$ cat src/rtl/usb3_pkg.sv
// Shared definitions for the FT601 245-mode read path: bus widths, line geometry
// and the read sequencer state encoding.
package usb3_pkg;

    localparam int FT_DATA_W  = 32;
    localparam int LINE_WORDS = 40;

    typedef enum logic [1:0] {
        ST_IDLE    = 2'd0,
        ST_OE      = 2'd1,
        ST_READ    = 2'd2,
        ST_RELEASE = 2'd3
    } state_t;

    // Active-low bus strobes {oe_n, rd_n} that belong to a given state.
    function automatic logic [1:0] bus_strobes(input state_t st);
        logic [1:0] strobes;
        strobes = 2'b11;
        case (st)
            ST_OE:   strobes = 2'b01;
            ST_READ: strobes = 2'b00;
            default: strobes = 2'b11;
        endcase
        return strobes;
    endfunction

endpackage

$ cat src/rtl/usb3_line_counter.sv
// Modulo-LINE_WORDS word counter; wrap pulses in the same cycle as the count
// returns to zero, i.e. together with the write that completes a line.
module usb3_line_counter #(
    parameter int LINE_WORDS = 40,
    parameter int CNT_W      = 6
) (
    input  logic             clk,
    input  logic             rst_n,
    input  logic             inc,
    output logic [CNT_W-1:0] count,
    output logic             wrap
);

    localparam logic [CNT_W-1:0] LAST = CNT_W'(LINE_WORDS - 1);

    always_ff @(posedge clk or negedge rst_n) begin
        if (!rst_n) begin
            count <= '0;
            wrap  <= 1'b0;
        end else begin
            wrap <= 1'b0;
            if (inc) begin
                if (count == LAST) begin
                    count <= '0;
                    wrap  <= 1'b1;
                end else begin
                    count <= count + 1'b1;
                end
            end
        end
    end

endmodule

$ cat src/rtl/ft601_rx_ctrl.sv
// FT601 245 synchronous FIFO read sequencer: drives OE_N/RD_N, captures bus words
// into the downstream line FIFO under almost-full backpressure, and tracks lines.
module ft601_rx_ctrl #(
    parameter int DATA_W     = usb3_pkg::FT_DATA_W,
    parameter int LINE_WORDS = usb3_pkg::LINE_WORDS,
    parameter int CNT_W      = 6
) (
    input  logic              ftdi_clk,
    input  logic              reset_n,
    input  logic              enable,
    input  logic              rxf_n,
    input  logic [DATA_W-1:0] usb3_data_in,
    output logic              oe_n,
    output logic              rd_n,
    input  logic              fifo_afull,
    input  logic              fifo_full,
    output logic              fifo_wr_en,
    output logic [DATA_W-1:0] fifo_wr_data,
    output logic [CNT_W-1:0]  word_in_line,
    output logic              line_done,
    output logic              overflow_err,
    output logic              busy
);

    import usb3_pkg::*;

    state_t state;
    state_t nxt;
    logic   go;
    logic   cap;
    logic   wr_ok;

    // A burst may start or continue only while the chip has data, we are
    // enabled and the FIFO still has margin.
    assign go    = enable && !rxf_n && !fifo_afull;
    assign cap   = !rd_n && !rxf_n;
    assign wr_ok = cap && !fifo_full;
    assign busy  = (state != ST_IDLE);

    always_comb begin
        nxt = state;
        case (state)
            ST_IDLE:    if (go) nxt = ST_OE;
            ST_OE:      nxt = go ? ST_READ : ST_RELEASE;
            ST_READ:    nxt = go ? ST_READ : ST_RELEASE;
            ST_RELEASE: nxt = ST_IDLE;
            default:    nxt = ST_IDLE;
        endcase
    end

    // Strobes are decoded from the next state so a stop condition seen on an
    // edge releases the bus right after that edge.
    always_ff @(posedge ftdi_clk or negedge reset_n) begin
        if (!reset_n) begin
            state        <= ST_IDLE;
            oe_n         <= 1'b1;
            rd_n         <= 1'b1;
            fifo_wr_en   <= 1'b0;
            fifo_wr_data <= '0;
            overflow_err <= 1'b0;
        end else begin
            state         <= nxt;
            {oe_n, rd_n}  <= bus_strobes(nxt);
            fifo_wr_en    <= wr_ok;
            if (wr_ok) begin
                fifo_wr_data <= usb3_data_in;
            end
            if (cap && fifo_full) begin
                overflow_err <= 1'b1;
            end
        end
    end

    usb3_line_counter #(
        .LINE_WORDS (LINE_WORDS),
        .CNT_W      (CNT_W)
    ) u_line_counter (
        .clk   (ftdi_clk),
        .rst_n (reset_n),
        .inc   (wr_ok),
        .count (word_in_line),
        .wrap  (line_done)
    );

endmodule

$ cat config.mk
export PLATFORM = sky130hd
export DESIGN_NAME = ft601_rx_ctrl
export DESIGN_NICKNAME = d
export VERILOG_FILES = /design/src/rtl/usb3_pkg.sv /design/src/rtl/usb3_line_counter.sv /design/src/rtl/ft601_rx_ctrl.sv
export SDC_FILE = /design/constraint.sdc
export NUM_CORES = 1
export LEC_CHECK = 0
export CAP_MARGIN = 15
export CORE_AREA = 2 2 74 76
export CTS_CLUSTER_SIZE = 25
export DETAILED_ROUTE_END_ITERATION = 8
export DIE_AREA = 0 0 76 78
export PLACE_DENSITY = 0.73
export RECOVER_POWER = 100
export SKIP_CTS_REPAIR_TIMING = 1
export SYNTH_ARGS = -nofsm -noshare
export SYNTH_HDL_FRONTEND = slang
export SYNTH_SLANG_ARGS = --single-unit
$ cat constraint.sdc
create_clock -name ftdi_clk -period 1.51 [get_ports ftdi_clk]
set_clock_uncertainty 0.15 [all_clocks]
set_input_delay 0.453 -clock ftdi_clk [delete_from_list [all_inputs] [get_ports ftdi_clk]]
set_output_delay 0.453 -clock ftdi_clk [all_outputs]
set_load 0.02 [all_outputs]
==> out/qor.yml <==
status: "finished with violations"
violations: "setup timing"
drtIter0Drc: 91
grt_max_degree: 23
clkSinkCount: 45
cp_max_fo: 2
coreArea_mm2: 0.00504
crit_end: "busy"
syn_area_per_cell_um2: 9.62
seq_power_share: 0.379
synth_area_leaders: "dfrtp_1 (59%), nand2_1 (21%), dfstp_2 (2.9%)"
dr.pass1.iters: 4
synth_cell_type_count: 25
crit_cells: 4
synth-seq-cells: 45
drtAntennaViolNets: 0
synth_top_area_cell: "dfrtp_1"
setup_viol: 4
place_congestion: 0.772
n_antenna_cell: 0
path_buf_inv: 3
power_density_mw_per_mm2: 1870
dp_slack_ns: -0.636
p_sw_mw: 2.21
fin_crit_ns: 1.67
cp-startpoint: "state[0]"
yosys_warnings: 0
slowest_delay_ns: 0.40
cts_buffers: 5
grt.overflow.total: 0
slew_viol_final: 0
hp-class: "input pin to flop"
area_growth_pct: 59.0
cap_violations: 0
tritoncts: "yes"
io_pins: 82
ys_seq_area_frac: 0.617
vias: 1607
finish.utilization: 0.576
die_area_mm2: 0.00593
fin_nets: 338
hold_slack_ns: 0.288
ctsRootBufferMaster: "clkbuf_8"
grt_pass1_vias: 1567
path_class: "flop to primary output"
initial_utilization: 0.363
p_int_mw: 3.24
detail_route.vias_per_cell: 4.38
fp.dieW_um: 76
drive_above_1_share: 0.286
num_rows: 26
synth_top_area_frac: 0.589
syn_inst: 190
grt_usage: 0.148
end_kind: "primary output"
timing.final.ws_setup_ns: -0.164
switching_share: 0.406
cp-start-kind: "flop"
max-slew-margin-rel: 0.811
cts.clk_slew.worst_paths_ns: 0.08
fin_cells: 367
fp.dieH_um: 78
r2r_end: "u_line_counter.count[5]"
path_cells: "inv_2 -> ha_4 -> inv_1 -> buf_2"
rsz0062_at_grt: "yes"
io_buffers: 81
r2r_setup_slack_ns: -0.08
mappedNetlistArea_mm2: 0.00183
route.detailed.drc: 0
wl_um: 4340
worstReg2RegStart: "rd_n"
htreeDepth: 2
fin_crit_sh: 1.11
ir_drop_uv: 1090
wl_per_cell_um: 11.8
fmax_mhz: 597
pwr-share-clk: 0.129
arrival_ns: 1.07
cts.path.max_buffers: 2
crit_path_top_delay_cell: "dfrtp_1"
clock_latency_ns: 0.29
p_leak_nw: 1.61
reg2regPathDepth: 5
hold_viol_final: 0
synth.net_count: 232
worstMarginPinSlew_ns: 0.283
placedCellCount: 354
place_hpwl_um: 3150
crit_family: "flip-flops"
antenna_found_initial: 0
p_comb_frac: 0.492
cp.required_ns: 0.91
grt_pass1_wl_um: 7130
==> worst min path at each step <==
stage | to | depth (start not counted) | slack, ns | start
after floorplan | fifo_wr_data[0] | 0 | 0.007 | reset_n
after global placement | state[1] | 1 | 0.1 | reset_n
after detailed placement | state[1] | 1 | 0.1 | reset_n
after CTS | state[1] | 1 | -0.23 | reset_n
after global routing | overflow_err | 2 | 0.29 | fifo_full
final | overflow_err | 2 | 0.29 | fifo_full
==> placed cells by master, fill, tap and decap left out, types with 2 or more instances in the layout <==
cell type / netlist / routed
nand2_1: 102 / 101
dfrtp_1: 43 / 41
clkbuf_2: 0 / 33
clkdlybuf4s50_1: 0 / 32
buf_4: 3 / 19
dlymetal6s2s_1: 0 / 11
buf_6: 2 / 6
inv_1: 7 / 5
clkbuf_8: 0 / 5
nor2_1: 3 / 3
clkbuf_1: 3 / 3
inv_2: 0 / 2
nand4_1: 2 / 2
xnor2_1: 2 / 2
o311a_1: 2 / 2
a21o_1: 2 / 2
ha_4: 0 / 2
dfstp_2: 2 / 2
buf_2: 0 / 2
buf_12: 0 / 2
dfrtp_2: 0 / 2
==> kinds of logic after synthesis <==
logic type | count (synthesis) | share of synthesized area
DFF | 45 | 0.617
xor gates and xnor gates | 2 | 0.00958
and+or+nand+nor | 113 | 0.253
muxes | 1 | 0.00548
adders and majority gates | 4 | 0.0274
buffers and inverters | 16 | 0.0500
AOI/OAI and AO/OA | 9 | 0.0376
==> power by group through the flow <==
stage               Clock [mW]  Combinational [mW]  Sequential [mW]
floorplan                    0               0.712             2.74
global placement             0                2.88             2.06
detailed placement           0                2.95             2.06
CTS                      0.738                2.95             2.06
global route             0.783                2.95             2.14
finish                   0.703                2.68             2.07
==> through the flow <==
stage	setup TNS (ns)	area [um^2]	power, mW
global placement	-21.73	2850	4.94
global route	-0.613	2910	5.87
CTS	-23.98	2940	5.74
detailed placement	-22.65	2850	5.02
finish	-0.349	2910	5.45
floorplan	-2.19	1850	3.45
==> layer usage <==
layer | global-route usage | wire length, um
met5 | 0 | 0
met4 | 0.0382 | 44
met3 | 0.0535 | 301
met2 | 0.257 | 2180
met1 | 0.174 | 1820
==> final cells by class <==
| cell class | instances | area [um^2] |
|---|---|---|
| Fill cell | 468 | 2140 |
| Sequential cell | 45 | 1130 |
| Timing Repair Buffer | 107 | 897 |
| Multi-Input combinational cell | 129 | 672 |
| Tap cell | 70 | 87.6 |
| Clock buffer | 7 | 76.3 |
| Inverter | 8 | 35.0 |
| Clock inverter | 1 | 7.51 |
==> synthesized netlist by cell type, drive strengths merged <==
cell type	count
nand2	102
dfrtp	43
inv	7
buf	5
ha	4
clkbuf	3
nand4	3
nor2	3
a21o	2
dfstp	2
o21ai	2
o311a	2
xnor2	2
a41oi	1
clkinv	1
mux2i	1
nand2b	1
nand3b	1
nor3b	1
nor4	1
o21a	1
o21bai	1
or3	1
==> sequential cells by signal, summed over array words and instances, names as in the netlist <==
| register | flops |
|---|---|
| fifo_wr_data | 32 |
| fifo_wr_en | 1 |
| oe_n | 1 |
| overflow_err | 1 |
| rd_n | 1 |
| state | 2 |
| u_line_counter.count | 6 |
| u_line_counter.wrap | 1 |
No activity file was read; power rests on OpenSTA's default activity.
==> variant 1: new RTL, config.mk and constraints unchanged <==
The 4 states of `state_t` get a one-hot encoding in 4 bits.
--- a/src/rtl/usb3_pkg.sv
+++ b/src/rtl/usb3_pkg.sv
@@ -7,7 +7,7 @@
 
-    typedef enum logic [1:0] {
-        ST_IDLE    = 2'd0,
-        ST_OE      = 2'd1,
-        ST_READ    = 2'd2,
-        ST_RELEASE = 2'd3
+    typedef enum logic [3:0] {
+        ST_IDLE    = 4'b0001,
+        ST_OE      = 4'b0010,
+        ST_READ    = 4'b0100,
+        ST_RELEASE = 4'b1000
     } state_t;
Function: no difference found for any inputs over 10 cycles, from zero or initial values and one cycle with reset_n low; not proved beyond that.
==> variant 1 against the original RTL <==
Critical path depth decreased by 1. Core utilization up 1.2 points. Wire length up 11%. Sequential cell count is 2 higher. The flow still finishes with violations (setup timing). Die area is the same. Final area up 2.1%. Global-route usage up 1.2 points. Worst setup slack got worse by 0.15 ns. Synthesized area rose by 2.2%.
Power is not compared: it rests on default switching activity, and its combinational part moved more than twofold at a synthesized area within 25%.
==> variant 1: results <==
export IMPL_status="complete, but fails checks"
export IMPL_failed_checks="setup timing"
export IMPL_reg_top3="fifo_wr_data x32, u_line_counter.count x6, state x4"
export IMPL_post_synth_fa_ha_maj_area_fraction=0.00670
export IMPL_non_clock_inverter_count=3
export IMPL_power_leakage_uw=0.00156
export IMPL_wl_met3_um=331
export IMPL_ir_worst_vdd_uv=631
export IMPL_seq_area_frac=0.399
export IMPL_use_met3=0.0616
export IMPL_yosys_area_share_xor_xnor=0.0141
export IMPL_r2r_worst_path_depth=4
export IMPL_post_dp_hpwl_mm=3.27
export IMPL_clk_pin_slew_ns=0.08
export IMPL_report_final_setup_viol=39
export IMPL_n_multi_input_combinational_cell=136
export IMPL_worst_slack_ns=-0.318
export IMPL_netlist_cell_type_count=31
export IMPL_placedCellCount=358
export IMPL_area_share_nonclk_buffers=0.288
export IMPL_drt_iter0_markers=61
export IMPL_postSynthNetCount=233
export IMPL_wl_met2_mm=2.45
export IMPL_totalNegativeSetupSlack_ns=-1.36
export IMPL_timing_critical_path_arrival_ns=1.23
export IMPL_detailed_place_area_sq_mm=0.00294
export IMPL_non_clock_buffer_count=104
export IMPL_nFillCells=471
export IMPL_share_of_the_final_layout_cell_area_in_multi_input_gates=0.253
export IMPL_yosysSeqAreaShare=0.632
export IMPL_syn_mean_instance_area_sq_um=9.63
export IMPL_synth_mux_area_fraction=0.00603
export IMPL_regToRegSetupSlack_ns=-0.13
export IMPL_final_core_utilization=0.589
export IMPL_stdcell_count=368
export IMPL_globalRouteMet2Util=0.261
export IMPL_post_synth_most_frequent_cells="101 x sky130_fd_sc_hd__nand2_1, 44 x sky130_fd_sc_hd__dfrtp_1, 4 x sky130_fd_sc_hd__nor2_1"
export IMPL_place_worst_setup_slack_ns=-0.646
export IMPL_detail_route_wirelength_met1_mm=1.96
export IMPL_worst_slew_pin_transition_ns=0.470
export IMPL_clock_buffer_count_from_cts=5
export IMPL_fraction_of_the_mapped_netlist_area_in_compound_gates=0.0342
export IMPL_hold_path_cell_count=2
export IMPL_synthTopCellsByArea="sky130_fd_sc_hd__dfrtp_1 59%, sky130_fd_sc_hd__nand2_1 20%, sky130_fd_sc_hd__dfstp_2 4.2%, sky130_fd_sc_hd__xnor2_1 1.4%, sky130_fd_sc_hd__buf_4 1.2%"
export IMPL_via_count_of_the_first_global_routing_pass=1638
export IMPL_grt_util_all_layers=0.160
export IMPL_cp_slowest_cell="sky130_fd_sc_hd__dfstp_2"
export IMPL_area_share_clock_buf_inv=0.0270
export IMPL_num_vias=1659
export IMPL_slowest_delay_ns=0.54
export IMPL_hold_ws_ns=0.326
export IMPL_grt_pass1_wl_mm=7.55
export IMPL_drt_total_wl_mm=4.81
export IMPL_clock_buffer_count=8
export IMPL_post_route_cells_drive_above_1_share=0.339
export IMPL_grt_max_degree=25
export IMPL_met1_usage_in_global_routing=0.194
export IMPL_syn_instance_count=194
export IMPL_gp_congestion=0.790
export IMPL_seq_cell_count=47
==> variant 1: changes by cell type after synthesis, sizes merged, moves of 2 or more <==
cell | before | now
and3 | 0 | 2
ha | 4 | 1
inv | 7 | 3
nand2b | 1 | 3
nand4 | 3 | 1
nor3 | 0 | 2
o311a | 2 | 0
or3b | 0 | 2
==> variant 1: worst paths after layout <==
kind,startpoint,end
max in group asynchronous,reset_n,u_line_counter.count[1]
min reg2reg,fifo_wr_data[3],fifo_wr_data[3]
min,fifo_wr_data[3],fifo_wr_data[3]
max,state[0],busy
min in group asynchronous,reset_n,fifo_wr_data[0]
max reg2reg,rd_n,u_line_counter.count[3]
==> variant 1: where the power goes <==
part	switching, uW	total (uW)	internal [uW]
registers	31.1	1340	1310
clock network	394	723	330
logic	157	324	167
total	582	2390	1800
==> variant 1: cells by family after synthesis <==
kind of cell / after synthesis
and+or+nand+nor: 122
xor gates and xnor gates: 3
adders and majority gates: 1
DFF: 47
AOI/OAI and AO/OA: 9
buffers and inverters: 11
muxes: 1
==> variant 2: new RTL, config.mk and constraints unchanged <==
Made on the original files. The package constant `FT_DATA_W` goes from 32 to 36.
--- a/src/rtl/usb3_pkg.sv
+++ b/src/rtl/usb3_pkg.sv
@@ -4,3 +4,3 @@
 
-    localparam int FT_DATA_W  = 32;
+    localparam int FT_DATA_W  = 36;
     localparam int LINE_WORDS = 40;
Ports: changed (resized fifo_wr_data and usb3_data_in); port bits go from 82 to 90. The function was not compared with the original's and may differ.
==> variant 2 against the original RTL <==
The run still ends with setup timing left. First-iteration DRC count down 64%. Fmax down 2.0%. Final area up 26%. Synthesized area up 7.3%. Power up 26%. Worst hold slack better by 0.0021 ns. Worst setup slack worse by 0.035 ns. Wire length up 33%. Sequential cell count up 4. Largest cell class unchanged. Largest power group unchanged.
==> variant 2: results <==
export IMPL_synthTopCellsByArea="sky130_fd_sc_hd__dfrtp_1 60%, sky130_fd_sc_hd__nand2_1 22%, sky130_fd_sc_hd__dfstp_2 2.7%, sky130_fd_sc_hd__ha_1 2.6%, sky130_fd_sc_hd__inv_1 1.3%"
export IMPL_cp_startpoint="state[0]"
export IMPL_drt_total_wl_mm=5.77
export IMPL_num_vias=1842
export IMPL_report_final_setup_viol=44
export IMPL_timing_critical_path_arrival_ns=1.11
export IMPL_drt_iter0_markers=33
export IMPL_cp_slowest_cell="sky130_fd_sc_hd__dfrtp_1"
export IMPL_cts_buffer_depth=2
export IMPL_crit_reg2reg_launch="rd_n"
export IMPL_syn_mean_instance_area_sq_um=9.47
export IMPL_gp_congestion=0.752
export IMPL_postSynthNetCount=253
export IMPL_via_count_of_the_first_global_routing_pass=1735
export IMPL_stdcell_count=394
export IMPL_crit_family="flip-flops"
export IMPL_post_dp_hpwl_mm=3.54
export IMPL_grt_max_degree=26
export IMPL_critPathMaxFanout=2
export IMPL_failed_checks="setup timing"
export IMPL_post_route_cells_drive_above_1_share=0.522
export IMPL_timing_max_slew_rel_slack=0.765
export IMPL_worst_slack_ns=-0.198
export IMPL_ys_async_sr_fraction=1.00
export IMPL_grt_util_all_layers=0.165
export IMPL_place_worst_setup_slack_ns=-0.578
export IMPL_antenna_cells=0
export IMPL_numPortBuffers=89
export IMPL_synth_most_common_cell="sky130_fd_sc_hd__nand2_1"
export IMPL_post_synth_most_frequent_cells="114 x sky130_fd_sc_hd__nand2_1, 47 x sky130_fd_sc_hd__dfrtp_1, 7 x sky130_fd_sc_hd__inv_1"
export IMPL_min_delay_start="fifo_full"
export IMPL_status="complete, but fails checks"
export IMPL_total_switching_power_uw=2890
export IMPL_yosysSeqAreaShare=0.627
export IMPL_placedCellCount=380
export IMPL_slowest_delay_ns=0.41
export IMPL_layout_nets=369
export IMPL_ir_worst_vdd_uv=1310
export IMPL_ctsHtreeMaxLevel=2
export IMPL_reg_top3="fifo_wr_data x36, u_line_counter.count x6, state x2"
export IMPL_grt_pass1_wl_mm=7.87
export IMPL_synth_yosys_warnings=0
export IMPL_power_leakage_uw=0.00191
==> variant 2: final cells by class <==
class	instances	area [sq um]
fill	377	1380
clock buffer	5	68.8
timing repair buffer	118	1160
inverter	8	35.0
clock inverter	3	22.5
multi-input combinational	141	1060
sequential	49	1230
tap	70	87.6
==> variant 2: per-stage QoR <==
step	instance area (sq um)	power (uW)	TNS, ns
after floorplan	1980	3740	-1.09
final	3660	6840	-1.64
after CTS	3230	6270	-27.91
after detailed placement	3140	5480	-26.45
after global placement	3140	5400	-25.60
after global routing	3660	7270	-3.67
==> variant 2: per-layer routing <==
metal / vias up / wire [um] / track usage
li1: 876 / - / -
met1: 889 / 2170 / 0.197
met2: 65 / 3150 / 0.287
met3: 12 / 346 / 0.0581
met4: 0 / 105 / 0.0436
met5: - / 0 / 0
==> variant 2: power by group through the flow <==
stage               Clock [uW]  Combinational (uW)  Sequential [uW]
floorplan                    0                 748             3000
global placement             0                3150             2250
detailed placement           0                3240             2250
CTS                        796                3240             2230
global route               852                3900             2520
finish                     776                3610             2460
==> variant 2: path summary, 6_finish.rpt <==
check / cells after the start / endpoint / slack [ns]
worst max register to register: 5 / u_line_counter.count[5] / -0.08
worst min-delay path: 2 / overflow_err / 0.29
min in group asynchronous: 2 / fifo_wr_data[33] / 0.46
max in group asynchronous: 3 / u_line_counter.count[1] / 0.33
worst min register to register: 2 / fifo_wr_data[16] / 0.33
worst max-delay path: 4 / busy / -0.20
==> variant 2: kinds of logic (layout without fill, tap and decap cells) <==
logic type / count (synthesis) / after routing / synth area share
AO/OA/AOI/OAI: 9 / 9 / 0.0351
multiplexers: 1 / 1 / 0.00511
adder cells (fa/ha/maj): 4 / 4 / 0.0255
buffers and inverters: 17 / 134 / 0.0402
flip-flops: 49 / 49 / 0.627
XOR/XNOR: 2 / 2 / 0.00894
AND/OR/NAND/NOR: 125 / 125 / 0.258
